### config.mk
export PLATFORM = sky130hd
export DESIGN_NAME = series_accum_ctrl
export DESIGN_NICKNAME = d
export VERILOG_FILES = /design/src/rtl/series_accum_ctrl.sv
export SDC_FILE = /design/constraint.sdc
export NUM_CORES = 1
export LEC_CHECK = 0
export BUFFER_PORTS_ARGS = -buffer_cell sky130_fd_sc_hd__buf_4
export CAP_MARGIN = 20
export CORE_MARGIN = 3
export CORE_UTILIZATION = 52
export CTS_BUF_LIST = sky130_fd_sc_hd__clkbuf_4 sky130_fd_sc_hd__clkbuf_8
export CTS_CLUSTER_DIAMETER = 80
export CTS_CLUSTER_SIZE = 24
export DETAILED_ROUTE_END_ITERATION = 8
export GPL_TIMING_DRIVEN = 1
export PLACE_DENSITY = 0.94
export SETUP_SLACK_MARGIN = 0.2
export SLEW_MARGIN = 40
export SYNTH_ARGS = -nofsm -noshare
export SYNTH_HDL_FRONTEND = slang
export SYNTH_SLANG_ARGS = --single-unit
### constraint.sdc
create_clock -name clk -period 2.3 [get_ports clk]
set_input_delay 0.46 -clock clk [delete_from_list [all_inputs] [get_ports clk]]
set_output_delay 0.46 -clock clk [all_outputs]
set_load 0.01 [all_outputs]
### src/rtl/series_accum_ctrl.sv
// series_accum_ctrl: sequences one shared float ALU to accumulate a stream of series terms.
// Optional abort input is compiled in when SERIES_ACC_ABORT_EN is defined.
module series_accum_ctrl #(
   parameter int unsigned CNT_W   = 4,
   parameter logic [4:0]  OP_ADD  = 5'b10001,
   parameter logic [4:0]  OP_NOP  = 5'b00000,
   parameter int          ALU_LAT = 0
) (
   input  logic              clk,
   input  logic              rst_n,
`ifdef SERIES_ACC_ABORT_EN
   input  logic              abort,
`endif
   input  logic              start,
   input  logic [CNT_W-1:0]  cfg_count,
   input  logic              term_valid,
   input  logic [31:0]       term_data,
   output logic              term_ready,
   output logic [31:0]       alu_a,
   output logic [31:0]       alu_b,
   output logic [4:0]        alu_op,
   input  logic [63:0]       alu_out,
   output logic              busy,
   output logic              done,
   output logic [31:0]       sum
);

   // state     | meaning
   // IDLE      | waiting for start
   // FIRST     | first term loads the accumulator directly, no ALU op
   // WAIT_TERM | waiting for the next term to add
   // ISSUE     | operands and add opcode presented to the ALU
   // WAIT_ALU  | ALU_LAT extra cycles for a pipelined ALU
   // CAPTURE   | ALU result written into the accumulator
   // FINISH    | one-cycle done pulse
   typedef enum logic [2:0] {
      S_IDLE      = 3'd0,
      S_FIRST     = 3'd1,
      S_WAIT_TERM = 3'd2,
      S_ISSUE     = 3'd3,
      S_WAIT_ALU  = 3'd4,
      S_CAPTURE   = 3'd5,
      S_FINISH    = 3'd6
   } state_t;

   localparam int          LAT_W    = (ALU_LAT > 1) ? $clog2(ALU_LAT) : 1;
   localparam logic [LAT_W-1:0] LAT_LOAD = (ALU_LAT > 0) ? LAT_W'(ALU_LAT - 1) : '0;

   state_t             r_state;
   logic [CNT_W-1:0]   r_rem;
   logic [LAT_W-1:0]   r_lat;
   logic [31:0]        r_sum;
   logic [31:0]        r_a;
   logic [31:0]        r_b;
   logic [4:0]         r_op;
   logic               r_term_ready;
   logic               r_busy;
   logic               r_done;

   state_t             w_nxt_state;
   logic [CNT_W-1:0]   w_nxt_rem;
   logic [CNT_W-1:0]   w_rem_dec;
   logic [LAT_W-1:0]   w_nxt_lat;
   logic [31:0]        w_nxt_sum;
   logic [31:0]        w_nxt_a;
   logic [31:0]        w_nxt_b;
   logic [4:0]         w_nxt_op;
   logic               w_hs;
   logic               w_abort;
   logic               w_unused_alu_hi;

`ifdef SERIES_ACC_ABORT_EN
   assign w_abort = abort;
`else
   assign w_abort = 1'b0;
`endif

   // Only the low word of the ALU result carries the float sum.
   assign w_unused_alu_hi = &{1'b0, alu_out[63:32]};

   assign w_hs      = r_term_ready & term_valid;
   assign w_rem_dec = (r_rem != '0) ? r_rem - 1'b1 : r_rem;

   always_comb begin
      w_nxt_state = r_state;
      w_nxt_rem   = r_rem;
      w_nxt_lat   = r_lat;
      w_nxt_sum   = r_sum;
      w_nxt_a     = r_a;
      w_nxt_b     = r_b;
      w_nxt_op    = r_op;

      unique case (r_state)
         S_IDLE: begin
            if (start) begin
               w_nxt_rem   = cfg_count;
               w_nxt_sum   = '0;
               w_nxt_state = (cfg_count == '0) ? S_FINISH : S_FIRST;
            end
         end
         S_FIRST: begin
            if (w_hs) begin
               w_nxt_sum   = term_data;
               w_nxt_rem   = w_rem_dec;
               w_nxt_state = (w_rem_dec == '0) ? S_FINISH : S_WAIT_TERM;
            end
         end
         S_WAIT_TERM: begin
            if (w_hs) begin
               w_nxt_a     = r_sum;
               w_nxt_b     = term_data;
               w_nxt_op    = OP_ADD;
               w_nxt_state = S_ISSUE;
            end
         end
         S_ISSUE: begin
            if (ALU_LAT > 0) begin
               w_nxt_lat   = LAT_LOAD;
               w_nxt_state = S_WAIT_ALU;
            end else begin
               w_nxt_state = S_CAPTURE;
            end
         end
         S_WAIT_ALU: begin
            if (r_lat == '0) begin
               w_nxt_state = S_CAPTURE;
            end else begin
               w_nxt_lat = r_lat - 1'b1;
            end
         end
         S_CAPTURE: begin
            w_nxt_sum   = alu_out[31:0];
            w_nxt_op    = OP_NOP;
            w_nxt_rem   = w_rem_dec;
            w_nxt_state = (w_rem_dec == '0) ? S_FINISH : S_WAIT_TERM;
         end
         S_FINISH: begin
            w_nxt_state = S_IDLE;
         end
         default: begin
            w_nxt_state = S_IDLE;
         end
      endcase

      // Abort overrides whatever the state logic decided, keeping the partial sum.
      if (w_abort && (r_state != S_IDLE)) begin
         w_nxt_state = S_IDLE;
         w_nxt_rem   = r_rem;
         w_nxt_lat   = r_lat;
         w_nxt_sum   = r_sum;
         w_nxt_a     = r_a;
         w_nxt_b     = r_b;
         w_nxt_op    = OP_NOP;
      end
   end

   always_ff @(posedge clk) begin
      if (!rst_n) begin
         r_state      <= S_IDLE;
         r_rem        <= '0;
         r_lat        <= '0;
         r_sum        <= '0;
         r_a          <= '0;
         r_b          <= '0;
         r_op         <= OP_NOP;
         r_term_ready <= 1'b0;
         r_busy       <= 1'b0;
         r_done       <= 1'b0;
      end else begin
         r_state      <= w_nxt_state;
         r_rem        <= w_nxt_rem;
         r_lat        <= w_nxt_lat;
         r_sum        <= w_nxt_sum;
         r_a          <= w_nxt_a;
         r_b          <= w_nxt_b;
         r_op         <= w_nxt_op;
         r_term_ready <= (w_nxt_state == S_FIRST) || (w_nxt_state == S_WAIT_TERM);
         r_busy       <= (w_nxt_state != S_IDLE) && (w_nxt_state != S_FINISH);
         r_done       <= (w_nxt_state == S_FINISH);
      end
   end

   assign term_ready = r_term_ready;
   assign alu_a      = r_a;
   assign alu_b      = r_b;
   assign alu_op     = r_op;
   assign busy       = r_busy;
   assign done       = r_done;
   assign sum        = r_sum;

endmodule

==> results.toml, run 1 <==
[placed_design]
io_buffers = 172
place_hpwl_mm = 9.07
dpl.cell_count = 789
gp_congestion = 0.764

[cells_and_area]
final_common_cell = "buf_4"
final_cell_mix = "buf_4, nand2_1, dfxtp_1"
area_growth_pct = 31.5
n_antenna_cell = 0
stdcell_count = 805
postLayoutCoreUtil = 0.711
nets = 800
drive_gt1_frac = 0.297

[critical_path]
timing.reg2reg.setup_slack_ns = 0.36
critPathKind = "register to register"
cp-end-kind = "register"
critPathRequiredTime_ns = 2.53
critPathMaxFanout = 49
worstSetupStartpointType = "register"
crit_chain = "nand3_1 > or3_2 > buf_4 > nand2_1 > a21oi_1"
rr_endpoint = "alu_a[4]"
arrival_ns = 2.17
critPathSlowestCell = "dfxtp_1"
rr_startpoint = "r_state[1]"
r2r_cells = 5
max_stage_delay_ns = 0.55

[pwr]
power.leakage_nw = 2.36
ir_worst_vdd_mv = 0.455
power_density_mw_per_mm2 = 621
total_power_mw = 3.68

[routing]
drc_errors = 0
drt_iter0_markers = 227
viasPerCell = 5.49
final_antenna_net_count = 0
routed_wl_mm = 12.4
dr.pass1.iters = 5
wl_per_cell_um = 15.4
num_vias = 4422

[grt]
antenna_found_initial = 0
track_usage = 0.242
grt_max_degree = 88
grt_pass1_vias = 4312
grt_pass1_wl_mm = 19.6
grt-ovfl-total = 0

[logic_synthesis]
synth_edf_count = 0
netlist_instances = 545
synth_top_area_share = 0.475
synth-seq-area-share = 0.475
synth_cell_type_count = 38
netlist_top_cells_area = "dfxtp_1, nand2_1, a21oi_1"
async_flop_share = 0
syn_area_sq_mm = 0.00451
synth-main-ff-cell = "dfxtp_1"
synth_top_cell_by_area = "dfxtp_1"
ys_ff_latch = 107
syn_area_per_cell_sq_um = 8.28
yosys_warnings = 0

[die]
rows = 33
initial_utilization = 0.541
coreArea_sq_mm = 0.00834
die_w_um = 99.2
die-area_sq_mm = 0.00983
io_pins = 208
die_h_um = 99.2

[min_path]
hold_path_depth = 3
hold_path_end = "alu_b[17]"
min_from = "term_data[17]"
hp-class = "input port to register"

[flow_run]
maxCapViolCount = 0

[sta]
setup_viol = 0
fin_tns_setup_ns = 0
hold_viol_final = 0
slew_viol_final = 0
timing.hold.ws_ns = 0.343
finalCritPeriodShare = 0.845
worst_pin_slew_ns = 0.561
rsz0062_at_grt = "no"
min_period_ns = 1.94
clock_skew_ns = 0.0186
fmax_mhz = 515
slew_headroom = 0.623

[clock_network]
cts_tree = "done"
cts_buffers = 9
path_clk_slew_ns = 0.11
cts_resized = 0
htreeDepth = 3
post_cts_buffers = 0
cts_buffer_depth = 2
clock_latency_ns = 0.36
cts-root-buf = "clkbuf_8"
clock_sinks = 107
hold_buffers = 0

[outcome]
status = "completed"
[registers in the layout, indices dropped and copies added, names as in the netlist]
register and cells:
alu_a 32, alu_b 32, alu_op 1, busy 1
done 1, r_rem 4, r_state 3, sum 32
term_ready 1
[routing by layer]
layer  part of all wire  GRT usage  up-vias
met5                  0          0        -
met4              0.032      0.105        0
met3              0.080     0.0659       36
met2               0.51      0.423      186
met1               0.38      0.278     2083
li1                   -          -     2117
[through the flow]
stage / instance area (sq um) / setup WS, ns
2_1_floorplan: 4520 / 0.835
3_3_place_gp: 5740 / 0.515
3_5_place_dp: 5740 / 0.418
4_1_cts: 5930 / 0.394
5_1_grt: 5930 / 0.219
6_report: 5930 / 0.357
[worst max-delay path by stage]
| stage | from | end | slack (ns) | cells past startpoint |
|---|---|---|---|---|
| 2_1_floorplan | term_valid | r_rem[1] | 0.83 | 5 |
| 3_3_place_gp | r_state[1] | alu_b[18] | 0.52 | 5 |
| 3_5_place_dp | r_state[1] | alu_a[29] | 0.42 | 5 |
| 4_1_cts | r_state[1] | alu_a[29] | 0.39 | 5 |
| 5_1_grt | r_state[1] | alu_a[4] | 0.22 | 5 |
| 6_report | r_state[1] | alu_a[4] | 0.36 | 5 |
[power by group]
group,internal [mW],switching [mW],leakage [nW]
Clock,0.430,0.674,0.0941
Combinational,0.286,0.331,1.40
Sequential,1.91,0.0552,0.865
Total,2.62,1.06,2.36
[final cells by class]
cell class | instances | area [sq um]
Fill cell | 639 | 2410
Multi-Input combinational cell | 389 | 2060
Clock inverter | 6 | 58.8
Sequential cell | 107 | 2140
Inverter | 4 | 15.0
Timing Repair Buffer | 184 | 1390
Tap cell | 105 | 131
Clock buffer | 10 | 131
[worst max-delay path: cells and delay by family (launching register included)]
| family | cells | cell delay (ns) |
|---|---|---|
| and+or+nand+nor | 3 | 0.87 |
| DFF | 1 | 0.55 |
| buffers and inverters | 1 | 0.30 |
| AOI/OAI and AO/OA | 1 | 0.08 |
[synthesized netlist by cell type (3+ instances only)]
master    number
nand2_1      171
dfxtp_1      107
a21oi_1      103
mux2i_1       34
or3_1         33
clkbuf_1      15
buf_2         14
buf_6         13
buf_4          5
nor2_1         5
a21o_1         4
inv_1          4
nand3_1        4
nor3_1         4
nor2b_1        3
o21ai_0        3
[kinds of logic (layout without fill, tap and decap cells)]
kind of cell / after synthesis / after routing / synth area share
simple gates: 229 / 229 / 0.223
fa+ha+maj: 1 / 1 / 0.00277
xor+xnor: 1 / 1 / 0.00194
mux: 34 / 34 / 0.0754
flops: 107 / 107 / 0.475
buf+inv: 51 / 204 / 0.0721
other cells: 1 / 3 / 0.000831
compound gates: 121 / 121 / 0.150
Power figures use the tool's default switching activity.
==> run 2: changes to the inputs <==
Settings changed: ABC_AREA set to 1, CORE_UTILIZATION 52 to 43, PLACE_DENSITY 0.94 to 0.84.
Clock period 2.3 ns to 1.6 ns, I/O delays scaled along.
==> results.toml, run 2 <==
[outcome]
status = "completed"

[critical_path]
critPathMaxFanout = 8
cp-end-kind = "register"
critPathKind = "register to register"
arrival_ns = 1.71
critPathRequiredTime_ns = 1.84
worstSetupStartpointType = "register"

[placed_design]
placed_area_sq_mm = 0.00588
gp_congestion = 0.844
io_buffers = 172
place_hpwl_mm = 8.52

[clock_network]
cts-root-buf = "clkbuf_8"
clock_latency_ns = 0.36
htreeDepth = 3
hold_buffers = 0
cts_buffer_depth = 2
cts_buffers = 9
cts_tree = "done"
clock_sinks = 107
path_clk_slew_ns = 0.10

[routing]
routed_wl_mm = 14.8
drc_errors = 0
wl_per_cell_um = 15.7
drt_iter0_markers = 252
num_vias = 4779
viasPerCell = 5.05
final_antenna_net_count = 0
dr.pass1.iters = 5

[logic_synthesis]
syn_area_sq_mm = 0.00440
synth-main-ff-cell = "dfxtp_1"
synth_edf_count = 0
ys_ff_latch = 107
synth_top_cell_by_area = "dfxtp_1"
yosys_warnings = 0
synthTopCellsByCount = "nor2_1, o21ai_0, dfxtp_1, nand2_1, inv_1"
netlist_top_cells_area = "dfxtp_1, o21ai_0, nor2_1"
synth_cell_type_count = 24
yosysMostFrequentCell = "nor2_1"
syn_area_per_cell_sq_um = 7.18
netlist_instances = 613
synth-seq-area-share = 0.486
synth_top_area_share = 0.486
async_flop_share = 0

[sta]
finalCritPeriodShare = 0.917
hold_viol_final = 0
slew_viol_final = 0
fmax_mhz = 682
rsz0062_at_grt = "yes"
clock_skew_ns = 0.0195
min_period_ns = 1.47
setup_viol = 0

[cells_and_area]
nets = 913
postLayoutCoreUtil = 0.718
n_antenna_cell = 0
drive_gt1_frac = 0.435
final_area_sq_mm = 0.00708
area_growth_pct = 60.7
final_common_cell = "buf_4"
final_cell_mix = "buf_4, dfxtp_1, nor2_1"
fillers = 751

[die]
initial_utilization = 0.446
die_w_um = 107
die_h_um = 107
coreArea_sq_mm = 0.00986
die-area_sq_mm = 0.0115
io_pins = 208
rows = 36

[pwr]
power_density_mw_per_mm2 = 1070
ir_worst_vdd_mv = 0.537
power.leakage_nw = 3.32

[grt]
grt_max_degree = 61
antenna_found_initial = 0
grt_pass1_vias = 4271
grt_pass1_wl_mm = 20.7
track_usage = 0.225
grt-ovfl-total = 0

[min_path]
hp-class = "input port to register"

[flow_run]
maxCapViolCount = 0
[run 2: cell types whose count changed after synthesis, sizes merged, moves of 33 or more]
cell   delta
nor2    +140
or3      -33
inv      +50
o21ai   +126
mux2i    -34
a21oi    -66
nand2    -84
[run 2: final timing paths]
kind	startpoint	depth (start not counted)	slack, ns	end
hold reg to reg	alu_b[31]	2	0.49	alu_b[31]
setup / recovery	r_state[2]	9	0.13	sum[28]
setup reg to reg	r_state[2]	9	0.13	sum[28]
hold / removal	term_data[11]	3	0.21	alu_b[11]
[run 2: layout make-up]
| cell class | instances | area [sq um] | share of cell area |
|---|---|---|---|
| Timing Repair Buffer | 221 | 2010 | 0.284 |
| Tap cell | 133 | 166 | 0.0235 |
| Inverter | 54 | 238 | 0.0336 |
| Clock buffer | 11 | 145 | 0.0205 |
| Sequential cell | 107 | 2160 | 0.305 |
| Clock inverter | 5 | 43.8 | 0.00619 |
| Multi-Input combinational cell | 415 | 2320 | 0.328 |
[run 2: cell families (layout without fill, tap and decap cells)]
| kind of cell | Yosys count | after routing | synth area share |
|---|---|---|---|
| simple gates | 244 | 244 | 0.220 |
| compound gates | 166 | 167 | 0.191 |
| flops | 107 | 107 | 0.486 |
| buf+inv | 94 | 291 | 0.0983 |
| fa+ha+maj | 1 | 1 | 0.00284 |
| other cells | 1 | 3 | 0.000851 |
[run 2: metrics by stage]
step	worst slack, ns	hold WS (ns)	total power, mW	std cells	TNS [ns]
global placement	-0.211	0.463	5.12	898	-5.95
detailed placement	-0.250	0.472	5.15	898	-6.80
finish	0.133	0.210	7.60	946	0
global route	0.0393	0.203	7.99	946	0
CTS	0.134	0.192	7.18	935	0
floorplan	0.241	0.455	4.28	615	0
[run 2: layer usage]
layer  part of all wire  up-vias  GRT usage
li1                   -     2346          -
met1               0.42     2209      0.284
met2               0.50      194      0.385
met3              0.061       30     0.0373
met4              0.023        0     0.0831
met5                  0        -          0
[run 2: timing repair]
item / 4_1_cts / 5_1_grt
resized for setup: 64 / 154
gates cloned: 5 / 5
pin swaps: 8 / 22
setup buffers: 16 / 6
setup endpoints to repair: 105 / 103
[run 2: worst max-delay path: stages (launching register included)]
cell       delay [ns]
dfxtp_4          0.37
buf_6            0.12
nor2_4           0.13
nand2_4          0.07
a21oi_4          0.18
buf_6            0.15
inv_8            0.05
clkbuf_16        0.17
nor2_4           0.08
nor2_1           0.05
[run 2: report_power, final]
part           switching [mW]  internal, mW
Combinational            1.52          1.31
Sequential              0.217          2.94
Clock                   0.964         0.649
==> run 3: changes to the inputs <==
--- a/config.mk
+++ b/config.mk
@@ -10,5 +10,5 @@
 export CAP_MARGIN = 20
 export CORE_MARGIN = 3
-export CORE_UTILIZATION = 43
+export CORE_UTILIZATION = 48
 export CTS_BUF_LIST = sky130_fd_sc_hd__clkbuf_4 sky130_fd_sc_hd__clkbuf_8
 export CTS_CLUSTER_DIAMETER = 80
@@ -16,5 +16,5 @@
 export DETAILED_ROUTE_END_ITERATION = 8
 export GPL_TIMING_DRIVEN = 1
-export PLACE_DENSITY = 0.84
+export PLACE_DENSITY = 0.88
 export SETUP_SLACK_MARGIN = 0.2
 export SLEW_MARGIN = 40
==> constraint.sdc (replaced) <==
create_clock -name clk -period 1.4 [get_ports clk]
set_input_delay 0.28 -clock clk [delete_from_list [all_inputs] [get_ports clk]]
set_output_delay 0.28 -clock clk [all_outputs]
set_load 0.1 [all_outputs]
==> results.toml, run 3 <==
[outcome]
status = "aborted with a tool error"
flow.stopped_at = "4_1_cts"
error = "[ERROR DPL-0033] detailed placement checks failed during check placement."

[clock_network]
cts_buffer_depth = 2
post_cts_buffers = 46
clock_sinks = 107
hold_buffers = 0
cts_resized = 456
cts-root-buf = "clkbuf_8"
htreeDepth = 3
cts_buffers = 9

[logic_synthesis]
synth_top_area_share = 0.486
synthTopCellsByCount = "nor2_1, o21ai_0, dfxtp_1, nand2_1, inv_1"
synth_edf_count = 0
netlist_top_cells_area = "dfxtp_1, o21ai_0, nor2_1"
synth_cell_type_count = 24
syn_area_per_cell_sq_um = 7.18
synth-main-ff-cell = "dfxtp_1"
yosys_warnings = 0
async_flop_share = 0
netlist_instances = 613
synth_top_cell_by_area = "dfxtp_1"
ys_ff_latch = 107
syn_area_sq_mm = 0.00440
yosysMostFrequentCell = "nor2_1"
synth-seq-area-share = 0.486

[die]
rows = 34
die_h_um = 102
initial_utilization = 0.500
io_pins = 208
die_w_um = 102

[placed_design]
gp_congestion = 0.836
io_buffers = 172
place_hpwl_mm = 9.51
[run 3: cell families after synthesis]
logic type / after synthesis / share of synthesized area
AO/OA/AOI/OAI: 166 / 0.191
adder cells (fa/ha/maj): 1 / 0.00284
buffers and inverters: 94 / 0.0983
flip-flops: 107 / 0.486
other: 1 / 0.000851
AND/OR/NAND/NOR: 244 / 0.220
[run 3: per-stage QoR]
stage          setup TNS [ns]  area, sq um   util  instances  setup slack (ns)
2_1_floorplan           -1.33         4760      -        615           -0.0460
3_3_place_gp                0         6130  0.697        876            0.0496
3_5_place_dp           -0.188         6130  0.697        876           -0.0496
==> run 4: changes to the inputs <==
Settings changed: CORE_UTILIZATION 48 to 40, CTS_BUF_LIST sky130_fd_sc_hd__clkbuf_4 sky130_fd_sc_hd__clkbuf_8 to not set, CTS_CLUSTER_DIAMETER 80 to not set, CTS_CLUSTER_SIZE 24 to not set, PLACE_DENSITY 0.88 to not set, PLACE_DENSITY_LB_ADDON set to 0.15, SETUP_SLACK_MARGIN 0.2 to not set.
==> results.toml, run 4 (synthesis gave the netlist of run 2 again) <==
[pwr]
sequentialPowerShare = 0.365
power_density_mw_per_mm2 = 1560
total_power_mw = 9.93
p_sw_frac = 0.462
clkPwrFrac = 0.185
power.switching_mw = 4.59
combPwrFrac = 0.450
ir_worst_vdd_mv = 0.852
power.leakage_nw = 3.06
p_int_mw = 5.34

[critical_path]
crit_chain = "inv_4 > nand2_4 > nor2_4 > nand2_2 > a21oi_4 > buf_8 > clkbuf_16 > o21ai_1 > nor2_1"
rr_endpoint = "sum[5]"
critPathKind = "register to register"
startpoint = "r_state[0]"
critPathMaxFanout = 6
worstSetupStartpointType = "register"
arrival_ns = 1.72
critPathRequiredTime_ns = 1.70
critPathSlowestCell = "dfxtp_4"
r2r_cells = 9
max_stage_delay_ns = 0.38
timing.reg2reg.setup_slack_ns = -0.02
cp-end-kind = "register"
rr_startpoint = "r_state[0]"
crit_family = "buffers and inverters"
cp_num_buf_inv = 3

[grt]
grt_pass1_wl_mm = 19.7
antenna_found_initial = 0
grt_pass1_vias = 4014
grt_max_degree = 52
grt-ovfl-total = 0
track_usage = 0.192

[cells_and_area]
nets = 891
final_common_cell = "buf_4"
postLayoutCoreUtil = 0.606
drive_gt1_frac = 0.322
final_cell_mix = "buf_4, nor2_1, o21ai_0, dfxtp_1, nand2_1"
multi_input_area_sq_mm = 0.00191
fillers = 1014
area_growth_pct = 44.7
n_antenna_cell = 0
seqCellArea_sq_mm = 0.00215
stdcell_count = 927

[sta]
clock_skew_ns = 0.0134
min_period_ns = 1.42
fmax_mhz = 704
hold_viol_final = 0
worst_slack_ns = -0.0203
setup_viol = 8
slew_viol_final = 0
rsz0062_at_grt = "yes"
finalCritPeriodShare = 1.01

[outcome]
violations = "negative setup slack"
status = "finished, violations left"

[routing]
dr.pass1.iters = 5
num_vias = 4472
final_antenna_net_count = 0
drc_errors = 0
routed_wl_mm = 13.3
wl_per_cell_um = 14.3
drt_iter0_markers = 214
viasPerCell = 4.82

[placed_design]
place_hpwl_mm = 8.82
io_buffers = 172
dpl.cell_count = 900
gp_congestion = 0.811

[die]
io_pins = 208
die_w_um = 111
rows = 37
die_h_um = 111
initial_utilization = 0.419
coreArea_sq_mm = 0.0105
die-area_sq_mm = 0.0123

[clock_network]
clock_latency_ns = 0.36
cts_buffers = 9
htreeDepth = 3
hold_buffers = 0
path_clk_slew_ns = 0.11
cts_tree = "done"
cts-root-buf = "clkbuf_8"
clock_sinks = 107
cts_buffer_depth = 2

[min_path]
hold_path_depth = 3
hp-class = "input port to register"
min_from = "term_data[3]"
hold_path_end = "alu_b[3]"

[flow_run]
maxCapViolCount = 0
[run 4: worst register-to-register path, stage by stage (launching register included)]
cell,delay [ns]
dfxtp_4,0.38
inv_4,0.07
nand2_4,0.05
nor2_4,0.12
nand2_2,0.07
a21oi_4,0.17
buf_8,0.16
clkbuf_16,0.17
o21ai_1,0.06
nor2_1,0.11
[run 4: per-stage QoR]
| stage | worst slack (ns) | setup TNS, ns | hold slack [ns] | area (sq um) |
|---|---|---|---|---|
| after floorplan | -0.0553 | -1.60 | 0.423 | 4420 |
| after global placement | -0.0135 | -0.0286 | 0.464 | 5860 |
| after detailed placement | -0.0356 | -0.146 | 0.474 | 5860 |
| after CTS | 0.00919 | 0 | 0.141 | 6060 |
| after global routing | -0.0943 | -2.66 | 0.155 | 6370 |
| final | -0.0203 | -0.0485 | 0.161 | 6370 |
[run 4: worst max path at each step]
stage | endpoint | cells after the start
final | sum[5] | 9
after global routing | sum[21] | 9
after CTS | r_rem[0] | 8
after detailed placement | r_rem[0] | 7
after global placement | sum[1] | 7
after floorplan | sum[10] | 8
[run 4: routing by layer]
layer,track usage,share of wire,vias up
li1,-,-,2288
met1,0.237,0.43,2022
met5,0,0,-
met4,0.0665,0.015,0
met2,0.328,0.49,145
met3,0.0469,0.064,17
[run 4: repair_timing]
item                                    in CTS  in global routing
buffers inserted                             0                  3
cloned                                       0                  8
resized for setup                            7                 60
pin swaps                                    0                 23
endpoints found under the setup margin      43                 69
hold endpoints to repair                     0                  0
[run 4: final cells by class]
type / count / share of cell area
Clock inverter: 4 / 0.00491
Timing Repair Buffer: 200 / 0.271
Sequential cell: 107 / 0.338
Tap cell: 136 / 0.0267
Multi-Input combinational cell: 414 / 0.300
Clock buffer: 12 / 0.0245
Inverter: 54 / 0.0353
[run 4: power groups by stage]
stage	Clock, mW	Combinational [mW]	Sequential (mW)
after floorplan	0	1.19	5.60
after global placement	0	4.03	3.66
after detailed placement	0	4.06	3.66
after CTS	1.88	4.10	3.60
after global routing	1.98	4.73	3.67
final	1.83	4.46	3.63
